--- src/rtl/instr_sequencer_pkg.sv ---
// Shared definitions for the instruction sequencer and the CPU control FSM:
// instruction field widths, opcode constants and the sequencer state encoding.
package instr_sequencer_pkg;

    localparam int INSTR_W = 10;
    localparam int OP_W    = 4;
    localparam int ARG_W   = 3;

    localparam logic [OP_W-1:0] OP_LOAD = 4'h0;
    localparam logic [OP_W-1:0] OP_MOVE = 4'h1;
    localparam logic [OP_W-1:0] OP_ADD  = 4'h2;
    localparam logic [OP_W-1:0] OP_XOR  = 4'h3;
    localparam logic [OP_W-1:0] OP_NOP  = 4'hF;

    typedef enum logic [1:0] {
        SEQ_LOAD  = 2'd0,
        SEQ_READY = 2'd1,
        SEQ_RUN   = 2'd2,
        SEQ_HALT  = 2'd3
    } seq_state_t;

endpackage

--- src/rtl/instr_sequencer_prog_ram.sv ---
// Program buffer: DEPTH x INSTR_W register array, one synchronous write port
// and two asynchronous read ports (current and next instruction).
module prog_ram
    import instr_sequencer_pkg::*;
#(
    parameter int DEPTH  = 16,
    parameter int ADDR_W = 4
) (
    input  logic               clk,
    input  logic               wr_en,
    input  logic [ADDR_W-1:0]  wr_addr,
    input  logic [INSTR_W-1:0] wr_data,
    input  logic [ADDR_W-1:0]  rd_addr_a,
    output logic [INSTR_W-1:0] rd_data_a,
    input  logic [ADDR_W-1:0]  rd_addr_b,
    output logic [INSTR_W-1:0] rd_data_b
);

    // Contents are deliberately not reset; the sequencer's len qualifies them.
    logic [INSTR_W-1:0] mem [DEPTH];

    always_ff @(posedge clk) begin
        if (wr_en) begin
            mem[wr_addr] <= wr_data;
        end
    end

    assign rd_data_a = mem[rd_addr_a];
    assign rd_data_b = mem[rd_addr_b];

endmodule

--- src/rtl/instr_sequencer.sv ---
// Instruction sequencer feeding the CPU control FSM: loads a program, then steps
// through it on each done pulse with a combinational one-word lookahead.
// Optional build macro SEQ_LOOP_EN: end-of-program wraps to address 0 instead of halting.
module instr_sequencer
    import instr_sequencer_pkg::*;
#(
    parameter int              DEPTH  = 16,
    parameter int              ADDR_W = 4,
    parameter logic [OP_W-1:0] NOP_OP = OP_NOP
) (
    input  logic               clk,
    input  logic               rst,
    input  logic               ld_valid,
    output logic               ld_ready,
    input  logic [INSTR_W-1:0] ld_data,
    input  logic               ld_last,
    input  logic               start,
    input  logic               done,
    output logic [INSTR_W-1:0] instruction,
    output logic [ADDR_W-1:0]  pc,
    output logic               running,
    output logic               halted,
    output logic [ADDR_W:0]    len
);

    localparam logic [INSTR_W-1:0] NOP_INSTR  = {NOP_OP, {(INSTR_W-OP_W){1'b0}}};
    localparam logic [ADDR_W:0]    LEN_LAST   = (ADDR_W+1)'(DEPTH - 1);
    localparam logic [ADDR_W:0]    LEN_ONE    = (ADDR_W+1)'(1);
    localparam logic [ADDR_W-1:0]  PC_ONE     = ADDR_W'(1);

    seq_state_t          state_q, state_d;
    logic [ADDR_W-1:0]   pc_q, pc_d;
    logic [ADDR_W:0]     len_q, len_d;

    logic                wr_en;
    logic [ADDR_W-1:0]   pc_inc;
    logic                prog_end;
    logic [ADDR_W-1:0]   rd_addr_b;
    logic [INSTR_W-1:0]  rd_data_a, rd_data_b;

    assign wr_en    = (state_q == SEQ_LOAD) && ld_valid;
    assign pc_inc   = pc_q + PC_ONE;
    assign prog_end = ({1'b0, pc_q} == (len_q - LEN_ONE));

    // Lookahead port: next word, or address 0 when a looping program wraps.
    assign rd_addr_b = prog_end ? '0 : pc_inc;

    prog_ram #(
        .DEPTH  (DEPTH),
        .ADDR_W (ADDR_W)
    ) u_prog_ram (
        .clk       (clk),
        .wr_en     (wr_en),
        .wr_addr   (len_q[ADDR_W-1:0]),
        .wr_data   (ld_data),
        .rd_addr_a (pc_q),
        .rd_data_a (rd_data_a),
        .rd_addr_b (rd_addr_b),
        .rd_data_b (rd_data_b)
    );

    always_ff @(posedge clk or negedge rst) begin
        if (!rst) begin
            state_q <= SEQ_LOAD;
            pc_q    <= '0;
            len_q   <= '0;
        end else begin
            state_q <= state_d;
            pc_q    <= pc_d;
            len_q   <= len_d;
        end
    end

    always_comb begin
        state_d     = state_q;
        pc_d        = pc_q;
        len_d       = len_q;
        instruction = NOP_INSTR;

        case (state_q)
            SEQ_LOAD: begin
                if (ld_valid) begin
                    len_d = len_q + LEN_ONE;
                    // A full buffer closes the program exactly like ld_last.
                    if (ld_last || (len_q == LEN_LAST)) begin
                        state_d = SEQ_READY;
                    end
                end
            end

            SEQ_READY: begin
                if (start && (len_q != '0)) begin
                    pc_d    = '0;
                    state_d = SEQ_RUN;
                end
            end

            SEQ_RUN: begin
                if (done) begin
                    if (prog_end) begin
`ifdef SEQ_LOOP_EN
                        pc_d        = '0;
                        instruction = rd_data_b;
`else
                        state_d     = SEQ_HALT;
                        instruction = NOP_INSTR;
`endif
                    end else begin
                        pc_d        = pc_inc;
                        instruction = rd_data_b;
                    end
                end else begin
                    instruction = rd_data_a;
                end
            end

            SEQ_HALT: begin
                // start has priority over a reload request.
                if (start) begin
                    pc_d    = '0;
                    state_d = SEQ_RUN;
                end else if (ld_valid) begin
                    pc_d    = '0;
                    len_d   = '0;
                    state_d = SEQ_LOAD;
                end
            end

            default: state_d = SEQ_LOAD;
        endcase
    end

    assign ld_ready = (state_q == SEQ_LOAD);
    assign running  = (state_q == SEQ_RUN);
    assign halted   = (state_q == SEQ_HALT);
    assign pc       = pc_q;
    assign len      = len_q;

endmodule

--- config.mk ---
export PLATFORM = sky130hd
export DESIGN_NAME = instr_sequencer
export DESIGN_NICKNAME = d
export VERILOG_FILES = /design/src/rtl/instr_sequencer_pkg.sv /design/src/rtl/instr_sequencer_prog_ram.sv /design/src/rtl/instr_sequencer.sv
export SDC_FILE = /design/constraint.sdc
export NUM_CORES = 1
export LEC_CHECK = 0
export CAP_MARGIN = 10
export CORE_MARGIN = 2
export CORE_UTILIZATION = 60
export CTS_BUF_LIST = sky130_fd_sc_hd__clkbuf_2
export DETAILED_ROUTE_END_ITERATION = 16
export PLACE_DENSITY = 0.89
export RECOVER_POWER = 100
export SYNTH_ARGS = -nofsm -noshare
export SYNTH_HDL_FRONTEND = slang
export SYNTH_HIERARCHICAL = 1
export SYNTH_SLANG_ARGS = --single-unit
--- constraint.sdc ---
create_clock -name clk -period 9.69 [get_ports clk]
set_clock_uncertainty 0.2 [all_clocks]
set_input_delay 1.4535 -clock clk [delete_from_list [all_inputs] [get_ports clk]]
set_output_delay 1.4535 -clock clk [all_outputs]
set_load 0.02 [all_outputs]
==> impl_metrics.ini <==
[clock_network]
postCtsSetupBuffers = 0
htree_levels = 4
ctsResizeCount = 0
insertion_delay_ns = 0.72
cts_sinks = 171
cts_buffers = 17
clk_pin_slew_ns = 0.24
cts_hold_buf = 0
clockRootBuffer = clkbuf_2
clk_path_buf_depth = 2
cts_tree = done

[placed_design]
io_buffers = 37
dp_hpwl_mm = 12.9
place_congestion = 0.879

[worst_setup_path]
required_ns = 8.04
crit_path_end_kind = output port
slowest_stage = dfrtp_1
max_stage_delay_ns = 1.75
path_class = flop to output port
path_cells = xor2_1 -> o211ai_1 -> a211oi_1 -> a21oi_1 -> nor2_1 -> a22oi_1 -> nand2_1 -> a22o_1 -> dlygate4sd3_1
cp-start-kind = flop
crit_fanout = 45
worstPathArrival_ns = 6.28

[timing]
setup_viol = 0
final.setup.tns_ns = 0
tightest_slew_ns = 2.01
fmax_mhz = 126
fin_crit_ns = 7.94
rsz0062_at_grt = false
hold_viol = 0
drv_slew = 55
fin_crit_sh_pct = 81.9
slew_headroom_pct = -33.7
hold_slack_ns = 0.514

[synthesis]
syn-num-nets = 481
synth_seq_cells = 171
synth-edff-count = 160
synth_warnings = 6
synth_area_leader_cell = edfxtp_1
synth_area_per_cell_sq_um = 18.1
syn-cell-area_sq_um = 8330
postSynthCellCount = 461
netlist-cell-type-count = 46
async_flop_share_pct = 6.43
synth_flop_cell = edfxtp_1
yosysMostFrequentCell = edfxtp_1
synth_top_area_share_pct = 57.7
synth_area_leaders = edfxtp_1 (58%), mux4_2 (15%), mux4_1 (7.6%), a22oi_1 (3.6%), dfrtp_1 (3.3%)
synth_common_cells = edfxtp_1 (160), mux4_2 (56), a22oi_1 (40)
synth_seq_area_share_pct = 61.0

[cells_and_area]
area_growth_pct = 8.32
nets = 526
diodes = 0
layout-drive-gt1-share_pct = 18.1
fill_cells = 881

[route]
wire_per_inst_um = 28.8
num_vias = 5153
routed_wl_mm = 20.1
detail_route.iter0.violations = 767
antenna_left = 0
routed_via_density = 7.38
drtPass1Iterations = 5
route.detailed.drc = 0

[power_and_ir_drop]
ir_drop_mv = 0.130
power_density_nw_per_um2 = 258
p_total_mw = 2.33
p_leak_nw = 2.91

[floorplanning]
row_count = 43
die_w_um = 122
die_h_um = 122
die_area_sq_um = 14800
core_area_sq_um = 13700
start_util_pct = 60.7
num_io_pins = 38

[min_path]
hp-class = flop to flop

[global_routing]
grt_pass1_wl_mm = 30.0
grt_max_degree = 46
grt_usage_pct = 28.7
grt_pass1_vias = 5000
grt_overflow = 0
antenna_found_initial = 0

[flow_run]
maxCapViolCount = 2

[status]
status = finished with violations
violations = capacitance limit, slew limit
## cell type report
type | count | area, sq um | area share [%]
flip-flops and latches | 171 | 5080 | 56.3
well taps | 180 | 225 | 2.50
multi-input cells | 257 | 3020 | 33.5
clock inverters | 13 | 143 | 1.58
repair buffers | 54 | 445 | 4.93
clock buffers | 18 | 90.1 | 0.998
inverters | 5 | 18.8 | 0.208
## cells by family (layout without fill, tap and decap cells)
group,Yosys count,in the layout,share of synthesized area (%)
buf+inv,33,90,2.48
xor+xnor,6,6,0.631
compound gates,77,77,7.07
flops,171,171,61.0
fa+ha+maj,4,4,0.601
mux,82,82,23.0
simple gates,88,88,5.29
## where the power goes
part,switching [mW],total (mW),internal [mW]
sequential,0.0767,0.923,0.847
clock,0.240,0.360,0.120
combinational,0.584,1.05,0.463
total,0.901,2.33,1.43
## metal layers
metal  track usage, %  share of wire (%)  routed length [um]
met1             36.8                 34                6800
met2             46.9                 49                9930
met3             8.24                 12                2470
met4             11.8                4.5                 915
met5                0                  0                   0
## flip-flops by register name (all words and copies together), names as in the netlist
name	cells
len	5
state_q	2
pc	4
u_prog_ram/mem	160
## cells in the final DEF (no fill, tap or decap), drive strengths merged, types with 4 or more instances in the layout
cell type	netlist	layout
nor2b	6	6
a22o	7	7
nand3	4	4
nand2	30	30
clkinv	1	4
dlygate4sd3	0	32
o22a	4	4
clkbuf	7	32
inv	4	8
clkdlybuf4s50	0	5
o211ai	6	6
clkinvlp	0	4
nand3b	4	4
and2	4	4
a21oi	7	7
ha	4	4
a22oi	40	40
nor3	6	6
dfrtp	11	11
edfxtp	160	160
nor2	22	22
mux4	80	80
## worst max-delay path: cells and delay by family (launching register included)
family / cells / cell delay [ns]
compound gates: 5 / 1.87
flops: 1 / 1.75
simple gates: 2 / 1.05
buf+inv: 1 / 0.68
xor+xnor: 1 / 0.20
## through the flow
| step | area, sq um | std cells | setup slack [ns] | util, % |
|---|---|---|---|---|
| after floorplan | 8330 | 461 | 4.91 | - |
| final | 9030 | 698 | 1.75 | 65.8 |
| after global routing | 9030 | 698 | 1.45 | 65.8 |
| after global placement | 8870 | 666 | 3.85 | 64.7 |
| after detailed placement | 8880 | 667 | 3.85 | 64.7 |
| after CTS | 9110 | 698 | 2.99 | 66.4 |
## final timing paths
path	startpoint	to	slack [ns]	cells past startpoint
min	len[4]	len[4]	0.51	2
max in group asynchronous	rst	pc[0]	7.99	1
max reg2reg	pc[1]	pc[0]	5.24	5
min in group asynchronous	rst	state_q[0]	0.91	1
min reg2reg	len[4]	len[4]	0.51	2
max	pc[1]	instruction[3]	1.75	9
Note: power is estimated with default switching activity, not from simulation.
